### src/rtl/reg_file_mp.sv
// Multi-port register file: two combinational read ports, one write port, and a clear-sweep engine.
// Define RFILE_WR_BYPASS_EN to forward same-cycle accepted writes onto the read ports.
module reg_file_mp #(
    parameter int                DATA_W    = 8,
    parameter int                ADDR_W    = 2,
    parameter logic [DATA_W-1:0] RESET_VAL = '0,
    parameter int                ZERO_REG  = 0
) (
    input  logic              clk,
    input  logic              rst,
    input  logic [ADDR_W-1:0] raddr_a,
    output logic [DATA_W-1:0] rdata_a,
    input  logic [ADDR_W-1:0] raddr_b,
    output logic [DATA_W-1:0] rdata_b,
    input  logic              we,
    input  logic [ADDR_W-1:0] waddr,
    input  logic [DATA_W-1:0] wdata,
    input  logic              clr_req,
    output logic              busy,
    output logic              clr_done,
    output logic              wr_drop
);
    localparam int                DEPTH    = 1 << ADDR_W;
    localparam bit                ZR       = (ZERO_REG != 0);
    localparam logic [ADDR_W:0]   LAST_IDX = (ADDR_W+1)'(DEPTH - 1);
    localparam int                NPORTS   = 2;

    typedef enum logic [1:0] {S_IDLE, S_SWEEP, S_DONE} state_t;

    state_t                          r_state, w_state_nxt;
    logic [ADDR_W:0]                 r_idx;
    logic [DEPTH-1:0][DATA_W-1:0]    r_mem;
    logic                            r_wr_drop;
    logic                            w_busy;
    logic                            w_zr_hit;
    logic                            w_wr_ok;
    logic [NPORTS-1:0][ADDR_W-1:0]   w_raddr;
    logic [NPORTS-1:0][DATA_W-1:0]   w_rdata;

    assign w_busy   = (r_state == S_SWEEP);
    assign w_zr_hit = ZR && (waddr == '0);
    assign w_wr_ok  = we && !w_busy && !w_zr_hit;

    assign busy     = w_busy;
    assign clr_done = (r_state == S_DONE);
    assign wr_drop  = r_wr_drop;

    always_ff @(posedge clk) begin
        if (!rst) r_state <= S_IDLE;
        else      r_state <= w_state_nxt;
    end

    // clr_req is only honoured from IDLE; DONE always returns to IDLE first.
    always_comb begin
        w_state_nxt = r_state;
        case (r_state)
            S_IDLE:  if (clr_req) w_state_nxt = S_SWEEP;
            S_SWEEP: if (r_idx == LAST_IDX) w_state_nxt = S_DONE;
            S_DONE:  w_state_nxt = S_IDLE;
            default: w_state_nxt = S_IDLE;
        endcase
    end

    always_ff @(posedge clk) begin
        if (!rst) begin
            r_idx     <= '0;
            r_wr_drop <= 1'b0;
            for (int i = 0; i < DEPTH; i++) r_mem[i] <= RESET_VAL;
        end else begin
            r_wr_drop <= we && (w_busy || w_zr_hit);
            if (w_busy) begin
                r_mem[r_idx[ADDR_W-1:0]] <= RESET_VAL;
                r_idx <= r_idx + (ADDR_W+1)'(1);
            end else begin
                if (r_state == S_IDLE && clr_req) r_idx <= '0;
                if (w_wr_ok) r_mem[waddr] <= wdata;
            end
        end
    end

    assign w_raddr[0] = raddr_a;
    assign w_raddr[1] = raddr_b;

    for (genvar p = 0; p < NPORTS; p++) begin : g_rd
        logic w_byp;
`ifdef RFILE_WR_BYPASS_EN
        assign w_byp = w_wr_ok && (waddr == w_raddr[p]);
`else
        assign w_byp = 1'b0;
`endif
        assign w_rdata[p] = (ZR && w_raddr[p] == '0) ? '0 :
                            w_byp                   ? wdata :
                                                      r_mem[w_raddr[p]];
    end

    assign rdata_a = w_rdata[0];
    assign rdata_b = w_rdata[1];
endmodule
### config.mk
export PLATFORM = sky130hd
export DESIGN_NAME = reg_file_mp
export DESIGN_NICKNAME = d
export VERILOG_FILES = /design/src/rtl/reg_file_mp.sv
export SDC_FILE = /design/constraint.sdc
export NUM_CORES = 1
export LEC_CHECK = 0
export BUFFER_PORTS_ARGS = -buffer_cell sky130_fd_sc_hd__buf_4
export CORE_ASPECT_RATIO = 1.5
export CORE_UTILIZATION = 50
export CTS_CLUSTER_SIZE = 16
export DETAILED_ROUTE_END_ITERATION = 16
export HOLD_SLACK_MARGIN = 0.08
export PLACE_DENSITY = 0.76
export REMOVE_ABC_BUFFERS = 1
export SETUP_SLACK_MARGIN = 0.1
export SKIP_CTS_REPAIR_TIMING = 1
export SLEW_MARGIN = 15
export SYNTH_ARGS = -nofsm -noshare
export SYNTH_HDL_FRONTEND = slang
export SYNTH_SLANG_ARGS = --single-unit
### constraint.sdc
create_clock -name clk -period 2.47 [get_ports clk]
set_input_delay 0.741 -clock clk [delete_from_list [all_inputs] [get_ports clk]]
set_output_delay 0.741 -clock clk [all_outputs]
set_load 0.03 [all_outputs]
== Yosys cells after proc, flatten, opt, wreduce, memory -nomap -nowiden ==
Cells that the tools add are included.

* Flip-flop bits (word level): 38
* Latch bits: 0
* RAM bits: 0
* Memory bits (read-only): 0
* Input port bits: 18
* Output and inout port bits: 19
* Logic and storage cells: 47
* Memories kept: 0

* Add/sub/neg operators: 1
* Multipliers: 0
* Div/mod/pow operators: 0
* $lt $le $gt $ge: 6
* Equality and inequality tests: 5
* Shift-type cells: 0
* Mux-type cells: 16
* Bitwise operators: 2
* Reductions and logical operators: 10

{| class="wikitable"
|+ Operator list
! kind !! number
|-
| $mux 32 || 2
|-
| $and 32x32->32 || 1
|-
| $bmux 8 s2 || 2
|-
| $bwmux 32 || 1
|-
| $demux 8 s2 || 2
|-
| $mux 8 || 4
|-
| $not 32->32 || 1
|-
| $lt 2x3->1 const B || 4
|-
| $mux 3 || 2
|-
| $logic_and 1x1->1 || 5
|-
| $ge 2x1->1 const B || 2
|-
| $mux 2 || 2
|-
| $pmux 2 s2 || 1
|-
| $reduce_bool 2->1 || 2
|-
| $add 3x1->3 const B || 1
|-
| $eq 3x2->1 const B || 1
|-
| $eq 2x1->1 const B || 1
|-
| $eq 2x2->1 const B || 1
|-
| $logic_not 2->1 || 1
|-
| $ne 2x1->1 const B || 1
|-
| $ne 2x2->1 const B || 1
|-
| $reduce_and 2->1 || 1
|-
| $logic_not 1->1 || 1
|}

== Longest topological paths before layout ==
Gate-level depths: netlist (run 1).

* Depth in word-level cells: 7
* Depth in mapped cells: 6
* Gate-level depth less buffers: 5

== Least setup slack after synthesis (run 1) ==
No wires, ideal clock.

* Path kind: input -> output
* Start: input port raddr_a[1]
* End: output port rdata_a[0]
* Arrival: 1809 ps
* Data required time: 1729 ps
* Path slack: -80 ps
* Cell stages on the path: 2
* Buffers on the path: 1
* Path through: clkbuf_1 mux4_2

* Word-level cells in the longest chain between the ends: 2

{| class="wikitable"
|+ RTL lines
! what !! RTL line !! source
|-
| from (decl) || 11 || <nowiki>input logic [ADDR_W-1:0] raddr_a,</nowiki>
|-
| $bmux 8 s2 || 93 || <nowiki>r_mem[w_raddr[p]];</nowiki>
|-
| $mux 8 (not written as such) || 93 ||
|-
| to (decl) || 12 || <nowiki>output logic [DATA_W-1:0] rdata_a,</nowiki>
|}

Every way passes these cells. The select of a mux whose other input is x is not followed.

== Final worst setup path (run 1) ==
* Start: input port raddr_a[0]
* End: output port rdata_a[7]

The elaborated chain is that of the path after synthesis.

==> results.md, run 1 <==
- Outcome: finished, final reports clean
- Antenna viol nets, final: 0
- Arrival time worst endpoint: 1610 ps
- Synth top area cells: dfxtp_1 (37%), mux4_2 (18%), mux2_2 (13%)
- Final worst setup slack: approximately 120 ps
- Kind of end point of the critical path: primary output
- Drt total wl: 4.92 mm
- Layout cells sized above 1: 0.468
- Setup crit start kind: input port
- # setup viols final: 0
- TritonCTS clock tree: yes
- Final hold violation count: 0
- Input/output buffers: 36
- Seq cells post-synth: 38
- # DRC: 0
- Ports: 37
- Site row count: 28
- Nets: 225
- Worst-path fanout max: 8
- Core area: 3920 um2
- Slew at the pin with the worst max-slew slack: 601 ps
- DR iter-0 viols: 49
- CTS H-tree lvls: 2
- Via Count: 1,511
- Starting Density: 0.520
- # clock sinks: 38
- Syn Inst Count: 167
- Yosys top cell by area: dfxtp_1
- Initial antenna violation count: 0
- Clock buffer count from CTS: 5
- Worst hold path stage count: 2
- Maxcap violations: 0
- Die area: ~4300 um2
- Cell depth of the worst flop-to-flop path: 4
- Fmax: approximately 420 MHz
- Critical Path RT: 1730 ps
- Static Leak: 1.19 nW
- Cell Count Post-Placement: 240
- Die span in y: 80.3 um
- Worst vdd ir: 0.435 mV
- Hold Path End: r_idx[0]$_SDFFE_PN0P_
- Max Buffers Root-to-Sink: 2
- Via density: between 6 and 7
- Hold path start: r_idx[0]$_SDFFE_PN0P_
- Root Buffer: clkbuf_8
- Worst R2R End: r_mem[4]$_SDFFE_PN0P_
- Yosys warnings: 0
- N_diodes: 0
- Vias in the first global route: 1,549
- CP Class: in2out
- Final TNS setup: 0 ps
- Global-route wire length before repair: 7.60 mm
- Slew Viols, Final: 0
- Post-Place Setup Slack: 71.5 ps
- Clock slew seen by the registers of the worst setup and hold paths: about 70 ps
- Die Width: approximately 54 um
- Yosys top cell area share: 0.373
- RSZ-0062 raised after global routing: false
- Worst skew pair latency: 300 ps
- Area delta synth->final: 19.9%
- GPL Wtd Cong: 0.724
- Sequential element share of the synthesized area: 0.373
- Reg-to-Reg Start: r_state[1]$_SDFFE_PN0P_
- Largest net degree at the start of global routing: 47
- Setup Skew: approximately 7.9 ps
- Syn_area_per_cell: ~12 um2
- Final Instance Count excl. Fillers: 248
- Overflow after GRT: 0
- R2R setup slack: 650 ps
- Netlist cell types: 22
- Final period util: 0.953
- Pwr Density: between 500 and 600 nW/um2
- Hold WC Path Type: reg2reg
- HPWL after DPL: 3.39 mm
- Rel. slew slack: 0.598
- Global Route Usage Sum: 0.251
- 1st-pass router iterations: 4
- Post-Syn Area: 2040 um2
- Post-route minimum period: 2350 ps
- Routed wire length per instance: 19.9 um
-- state kept, by name (all words and copies together), names as in the netlist --
signal,count
wr_drop,1
r_state,2
r_mem,32
r_idx,3
-- worst max-delay path, cell delays in order --
cell and delay (ps):
buf_4 170, mux4_2 510, buf_4 180
-- final cells by class --
| cell class | count | area [um2] |
|---|---|---|
| tap | 45 | 56.3 |
| timing repair buffer | 38 | 293 |
| multi-input combinational | 115 | 1220 |
| sequential | 38 | 761 |
| fill | 318 | 1480 |
| clock buffer | 7 | 76.3 |
| clock inverter | 1 | 30.0 |
| inverter | 4 | 15.0 |
-- metrics by stage --
| step | area [um2] | hold WS [ps] | power [mW] | utilization |
|---|---|---|---|---|
| final | 2450 | 596 | 1.36 | 0.624 |
| after global routing | 2450 | 635 | 1.40 | 0.624 |
| after CTS | 2440 | 602 | 1.36 | 0.622 |
| after detailed placement | 2330 | 571 | 0.842 | 0.595 |
| after global placement | 2330 | 548 | 0.833 | 0.595 |
| after floorplan | 1990 | 526 | 0.759 | - |
-- Yosys cell counts (all sizes together) --
cell type / n
nand2b: 1
nand4b: 2
buf: 2
dfxtp: 38
ha: 5
nand4: 1
inv: 4
nand3b: 4
o21ba: 1
or4b: 1
nand2: 3
nor2b: 2
and2: 9
and3: 36
mux4: 16
clkbuf: 8
mux2: 32
o22ai: 1
a2bb2oi: 1
-- cells in the final DEF (no fill, tap or decap), drive strengths merged --
cell | Yosys | routed
o22ai | 1 | 1
bufinv | 0 | 1
nand4b | 2 | 2
clkbuf | 8 | 7
dfxtp | 38 | 38
ha | 5 | 5
mux2 | 32 | 32
nor2b | 2 | 2
nand4 | 1 | 1
o21ba | 1 | 1
buf | 2 | 38
and3 | 36 | 36
nand2b | 1 | 1
mux4 | 16 | 16
or4b | 1 | 1
a2bb2oi | 1 | 1
nand3b | 4 | 4
nand2 | 3 | 3
and2 | 9 | 9
inv | 4 | 4
-- worst max-delay path by stage --
| stage | startpoint | to | slack (ps) | cells after the start |
|---|---|---|---|---|
| final | raddr_a[0] | rdata_a[7] | 120 | 3 |
| after global routing | raddr_a[1] | rdata_a[5] | 100 | 3 |
| after detailed placement | raddr_a[1] | rdata_a[6] | 70 | 3 |
| after global placement | raddr_b[1] | rdata_b[4] | 90 | 3 |
| after floorplan | raddr_a[1] | rdata_a[0] | 410 | 1 |
| after CTS | raddr_a[1] | rdata_a[6] | 70 | 3 |
-- per-layer routing --
metal  up-vias  global-route usage  wire length [um]
met4         0               0.118               128
met1       768               0.275              1870
li1        697                   -                 -
met3        11              0.0473               137
met2        35               0.441              2790
met5         -                   0                 0
-- kinds of logic (layout without fill, tap and decap cells) --
kind of cell / Yosys count / count (layout) / share of synthesized area
flops: 38 / 38 / 0.373
simple gates: 59 / 59 / 0.186
fa+ha+maj: 5 / 5 / 0.0306
compound gates: 3 / 3 / 0.0123
buf+inv: 14 / 50 / 0.0312
mux: 48 / 48 / 0.368
-- power breakdown --
group	total [mW]	internal, mW	switching (mW)	leakage (nW)
Combinational	0.183	0.0887	0.0944	0.829
Clock	0.529	0.302	0.226	0.0524
Sequential	0.646	0.631	0.0152	0.308
Power figures use the tool's default switching activity.
==> run 2: changes to the inputs <==
--- a/config.mk
+++ b/config.mk
@@ -6,4 +6,5 @@
 export NUM_CORES = 1
 export LEC_CHECK = 0
+export ABC_CLOCK_PERIOD_IN_PS = 2470
 export BUFFER_PORTS_ARGS = -buffer_cell sky130_fd_sc_hd__buf_4
 export CORE_ASPECT_RATIO = 1.5
==> constraint.sdc (replaced) <==
create_clock -name clk -period 2.47 [get_ports clk]
set_input_delay 0.247 -clock clk [delete_from_list [all_inputs] [get_ports clk]]
set_output_delay 0.247 -clock clk [all_outputs]
set_load 0.03 [all_outputs]
==> results.md, run 2 (synthesis gave the netlist of run 1 again) <==
- Ports: 37 (unchanged)
- CTS H-tree lvls: 2 (unchanged)
- Most frequent cells in the layout: dfxtp_1 (38), and3_1 (36), buf_4 (36), mux2_2 (24), mux4_2 (16) (unchanged)
- Worst vdd ir: 0.365 mV (was 0.435 mV)
- TritonCTS clock tree: yes (unchanged)
- Input/output buffers: 36 (unchanged)
- Arrival time worst endpoint: 2020 ps (was 1610 ps)
- Setup crit start kind: flip-flop (was input port)
- Layout cells sized above 1: 0.473 (was 0.468)
- # DRC: 0 (unchanged)
- # clock sinks: 38 (unchanged)
- Via Count: 1,497 (was 1,511)
- Max Buffers Root-to-Sink: 2 (unchanged)
- Clock buffer count from CTS: 5 (unchanged)
- Maxcap violations: 0 (unchanged)
- Top cell family by delay on the critical path: simple AND/OR/NAND/NOR gates (was multiplexers)
- Root Buffer: clkbuf_8 (unchanged)
- Most common cell after layout, fill and taps aside: dfxtp_1 (unchanged)
- Starting Density: 0.520 (unchanged)
- Max reg flops: 32 (unchanged)
- Critical path's largest stage delay: 610 ps (was 510 ps)
- Antenna viol nets, final: 0 (unchanged)
- Hold WC Path Type: in2reg (was reg2reg)
- Nets: 223 (was 225)
- Global-route wire length before repair: 7.70 mm (was 7.60 mm)
- Setup Skew: 8.23 ps (was 7.92 ps)
- Slew Viols, Final: 0 (unchanged)
- Biggest register: r_mem (unchanged)
- CP Class: reg2reg (was in2out)
- Global Route Usage Sum: 0.253 (was 0.251)
- Final period util: 0.749 (was 0.953)
- Pwr Density: 542 nW/um2 (was 555 nW/um2)
- Clock slew seen by the registers of the worst setup and hold paths: 80 ps (was 70 ps)
- Site row count: 28 (unchanged)
- Via density: 6.09 (about the same)
- GPL Wtd Cong: 0.825 (was 0.724)
- Final TNS setup: 0 ps (unchanged)
- Area delta synth->final: 19.0% (was 19.9%)
- Routed wire length per instance: 19.5 um (was 19.9 um)
- RSZ-0062 raised after global routing: false (unchanged)
- Post-layout util: 0.619 (was 0.624)
- Critical Path RT: 2650 ps (was 1730 ps)
- Cell area after placement: 2320 um2 (was 2330 um2)
- Finished Cell Area: 2430 um2 (was 2450 um2)
- Kind of end point of the critical path: flip-flop (was primary output)
- Largest net degree at the start of global routing: 47 (unchanged)
- Worst skew pair latency: 290 ps (was 300 ps)
- Worst path bufs/invs: 1 (was 2)
- Core area: 3920 um2 (unchanged)
- Rel. slew slack: 0.591 (was 0.598)
- Vias in the first global route: 1,594 (was 1,549)
- R2R setup slack: 620 ps (was 650 ps)
- N_diodes: 0 (unchanged)
- Die area: 4350 um2 (unchanged)
- Crit-path cells: nand2b_1 -> inv_2 -> or4b_4 -> mux2_4 (was buf_4 -> mux4_2 -> buf_4)
- Post-route minimum period: 1850 ps (was 2350 ps)
- Fmax: 541 MHz (was 425 MHz)
- Largest regs: r_mem x32, r_idx x3, r_state x2 (unchanged)
- Worst-path fanout max: 8 (unchanged)
- Initial antenna violation count: 0 (unchanged)
- HPWL after DPL: 3.40 mm (was 3.39 mm)
- Outcome: finished, final reports clean (unchanged)
- 1st-pass router iterations: 4 (unchanged)
- Slew at the pin with the worst max-slew slack: 612 ps (was 601 ps)
- Die Width: 54.2 um (unchanged)
- Crit path max-delay cell type: or4b_4 (was mux4_2)
- Final hold violation count: 0 (unchanged)
- Overflow after GRT: 0 (unchanged)
- Drt total wl: 4.80 mm (was 4.92 mm)
- Static Leak: 1.18 nW (was 1.19 nW)
- Die span in y: 80.3 um (unchanged)
- DR iter-0 viols: 48 (was 49)
- # setup viols final: 0 (unchanged)
[run 2: power breakdown]
part	switching, mW	internal, mW	total [mW]
registers	0.0152	0.631	0.646
clock network	0.209	0.282	0.491
logic	0.0936	0.0865	0.180
total	0.318	0.999	1.32
[run 2: path summary, 6_finish.rpt]
| kind | from | endpoint | cells past startpoint |
|---|---|---|---|
| hold / removal | we | wr_drop$_SDFF_PN0_ | 2 |
| hold reg to reg | r_idx[0]$_SDFFE_PN0P_ | r_idx[0]$_SDFFE_PN0P_ | 2 |
| setup reg to reg | r_state[1]$_SDFFE_PN0P_ | r_mem[1]$_SDFFE_PN0P_ | 4 |
| setup / recovery | r_state[1]$_SDFFE_PN0P_ | r_mem[1]$_SDFFE_PN0P_ | 4 |
[run 2: stage by stage]
stage	hold WS [ps]	setup slack [ps]	cells	total power [mW]
after CTS	227	650	246	1.33
final	233	621	246	1.32
after detailed placement	531	673	238	0.841
after global placement	530	780	238	0.831
after global routing	236	571	246	1.36
after floorplan	369	763	157	0.759
[run 2: metal layers]
metal,GRT usage,vias to the layer above,wire length [um],part of all wire
met5,0,-,0,0
met4,0.0974,0,89,0.019
met3,0.0341,7,125,0.026
li1,-,698,-,-
met1,0.275,758,1780,0.37
met2,0.466,34,2800,0.58
[run 2: final cells by class]
| class | count | area [um2] |
|---|---|---|
| Fill cell | 317 | 1490 |
| Sequential cell | 38 | 761 |
| Multi-Input combinational cell | 115 | 1220 |
| Inverter | 4 | 15.0 |
| Clock buffer | 8 | 110 |
| Timing Repair Buffer | 36 | 270 |
| Tap cell | 45 | 56.3 |
==> run 3: changes to the inputs <==
- ABC_CLOCK_PERIOD_IN_PS: 2470 -> 1750
- CORE_UTILIZATION: 50 -> 55
- PLACE_DENSITY: 0.76 -> 0.79
- clock period: 2.47 -> 1.75 ns (I/O delays scaled with it)
==> results.md, run 3 (synthesis gave the netlist of run 1 again) <==
- Outcome: finished, final reports clean (unchanged)
- Comb pwr share: 0.148 (was 0.137)
- Initial antenna violation count: 0 (unchanged)
- Most frequent cells in the layout: buf_4 (45), dfxtp_1 (37), and3_1 (36), mux2_2 (24), mux4_2 (16) (was dfxtp_1 (38), and3_1 (36), buf_4 (36), mux2_2 (24), mux4_2 (16))
- Hold WC Path Type: in2reg (unchanged)
- Crit-path cells: nand2b_4 -> inv_2 -> or4b_4 -> mux2_4 (was nand2b_1 -> inv_2 -> or4b_4 -> mux2_4)
- Switch share: 0.255 (was 0.241)
- Setup crit start kind: flip-flop (unchanged)
- 1st-pass router iterations: 4 (unchanged)
- RSZ-0062 raised after global routing: false (unchanged)
- Drt total wl: 4.72 mm (was 4.80 mm)
- Power Total: 1.80 mW (was 1.32 mW)
- DR iter-0 viols: 35 (was 48)
- Vias in the first global route: 1,578 (was 1,594)
- Post-route minimum period: 1610 ps (was 1850 ps)
- # setup viols final: 0 (unchanged)
- TritonCTS clock tree: yes (unchanged)
- Worst path bufs/invs: 1 (unchanged)
- Via Count: 1,544 (was 1,497)
- Antenna viol nets, final: 0 (unchanged)
- Ports: 37 (unchanged)
- Worst-path fanout max: 8 (unchanged)
- Worst vdd ir: 0.552 mV (was 0.365 mV)
- HPWL after DPL: 3.33 mm (was 3.40 mm)
- Max reg flops: 32 (unchanged)
- Rel. slew slack: 0.761 (was 0.591)
- Register share of total power: 0.506 (was 0.491)
- Final hold violation count: 0 (unchanged)
- Most common cell after layout, fill and taps aside: buf_4 (was dfxtp_1)
- Largest regs: r_mem x32, r_idx x3, r_state x2 (unchanged)
- # DRC: 0 (unchanged)
- Clock slew seen by the registers of the worst setup and hold paths: 70 ps (was 80 ps)
- # clock sinks: 38 (unchanged)
- Fmax: 622 MHz (was 541 MHz)
- Critical path's largest stage delay: 630 ps (was 610 ps)
- GPL Wtd Cong: 0.716 (was 0.825)
- Routed wire length per instance: 18.7 um (was 19.5 um)
- Arrival time worst endpoint: 1790 ps (was 2020 ps)
- Post-layout util: 0.714 (was 0.619)
- Global-route wire length before repair: 7.58 mm (was 7.70 mm)
- Max Buffers Root-to-Sink: 2 (unchanged)
- Largest net degree at the start of global routing: 47 (unchanged)
- Pwr Density: 724 nW/um2 (was 542 nW/um2)
- Static Leak: 1.22 nW (was 1.18 nW)
- Clock buffer count from CTS: 5 (unchanged)
- Crit path max-delay cell type: or4b_4 (unchanged)
- Maxcap violations: 0 (unchanged)
- Input/output buffers: 36 (unchanged)
- Final Instance Count excl. Fillers: 252 (was 246)
- Overflow after GRT: 0 (unchanged)
- Internal power: 1.34 mW (was 0.999 mW)
- Critical Path RT: 1930 ps (was 2650 ps)
- Final period util: 0.918 (was 0.749)
- Die area: 3970 um2 (was 4350 um2)
- Layout cells sized above 1: 0.500 (was 0.473)
- Die Width: 51.8 um (was 54.2 um)
- Slew at the pin with the worst max-slew slack: 359 ps (was 612 ps)
- Kind of end point of the critical path: flip-flop (unchanged)
- Die span in y: 76.6 um (was 80.3 um)
- Setup Skew: 6.75 ps (was 8.23 ps)
- CTS H-tree lvls: 2 (unchanged)
- Biggest register: r_mem (unchanged)
- Slew Viols, Final: 0 (unchanged)
- Worst skew pair latency: 300 ps (was 290 ps)
- CP Class: reg2reg (unchanged)
- Via density: 6.13 (was 6.09)
- Psw: 0.458 mW (was 0.318 mW)
- Starting Density: 0.587 (was 0.520)
- Global Route Usage Sum: 0.265 (was 0.253)
- Cell Count Post-Placement: 240 (was 238)
- Area delta synth->final: 21.6% (was 19.0%)
- Nets: 232 (was 223)
- Final TNS setup: 0 ps (unchanged)
- Root Buffer: clkbuf_8 (unchanged)
- N_diodes: 0 (unchanged)
- Site row count: 26 (was 28)
- Core area: 3480 um2 (was 3920 um2)
- Clock network power share: 0.346 (was 0.373)
- Top cell family by delay on the critical path: simple AND/OR/NAND/NOR gates (unchanged)
==> run 3: worst paths after layout <==
path                                start                     to  slack, ps  cells past startpoint
hold / removal                         we     wr_drop$_SDFF_PN0_        140                      2
setup / recovery  r_state[1]$_SDFFE_PN0P_  r_mem[3]$_SDFFE_PN0P_        140                      4
hold reg to reg     r_idx[0]$_SDFFE_PN0P_  r_idx[0]$_SDFFE_PN0P_        570                      2
setup reg to reg  r_state[1]$_SDFFE_PN0P_  r_mem[3]$_SDFFE_PN0P_        140                      4
==> run 3: layout make-up <==
| type | instances | area (um2) |
|---|---|---|
| Sequential cell | 38 | 762 |
| Fill cell | 265 | 997 |
| Clock buffer | 7 | 86.3 |
| Clock inverter | 1 | 5.00 |
| Tap cell | 42 | 52.6 |
| Timing Repair Buffer | 45 | 338 |
| Inverter | 4 | 15.0 |
| Multi-Input combinational cell | 115 | 1220 |
==> run 3: routing by layer <==
metal / wire length [um] / part of all wire / vias up / track usage
met5: 0 / 0 / - / 0
met4: 138 / 0.029 / 0 / 0.141
met3: 229 / 0.048 / 12 / 0.0699
met2: 2510 / 0.53 / 46 / 0.435
met1: 1850 / 0.39 / 771 / 0.305
li1: - / - / 715 / -
==> run 3: through the flow <==
stage	setup slack (ps)	area [um2]	hold slack [ps]
global route	105	2480	148
global placement	148	2350	450
finish	143	2480	139
detailed placement	106	2350	442
floorplan	43.0	1990	297
CTS	92.5	2440	134
==> run 3: power groups by stage <==
stage,sequential (mW),combinational (mW),clock [mW]
global placement,0.925,0.258,0
finish,0.910,0.266,0.622
detailed placement,0.928,0.264,0
global route,0.912,0.285,0.667
CTS,0.908,0.265,0.635
floorplan,0.925,0.145,0
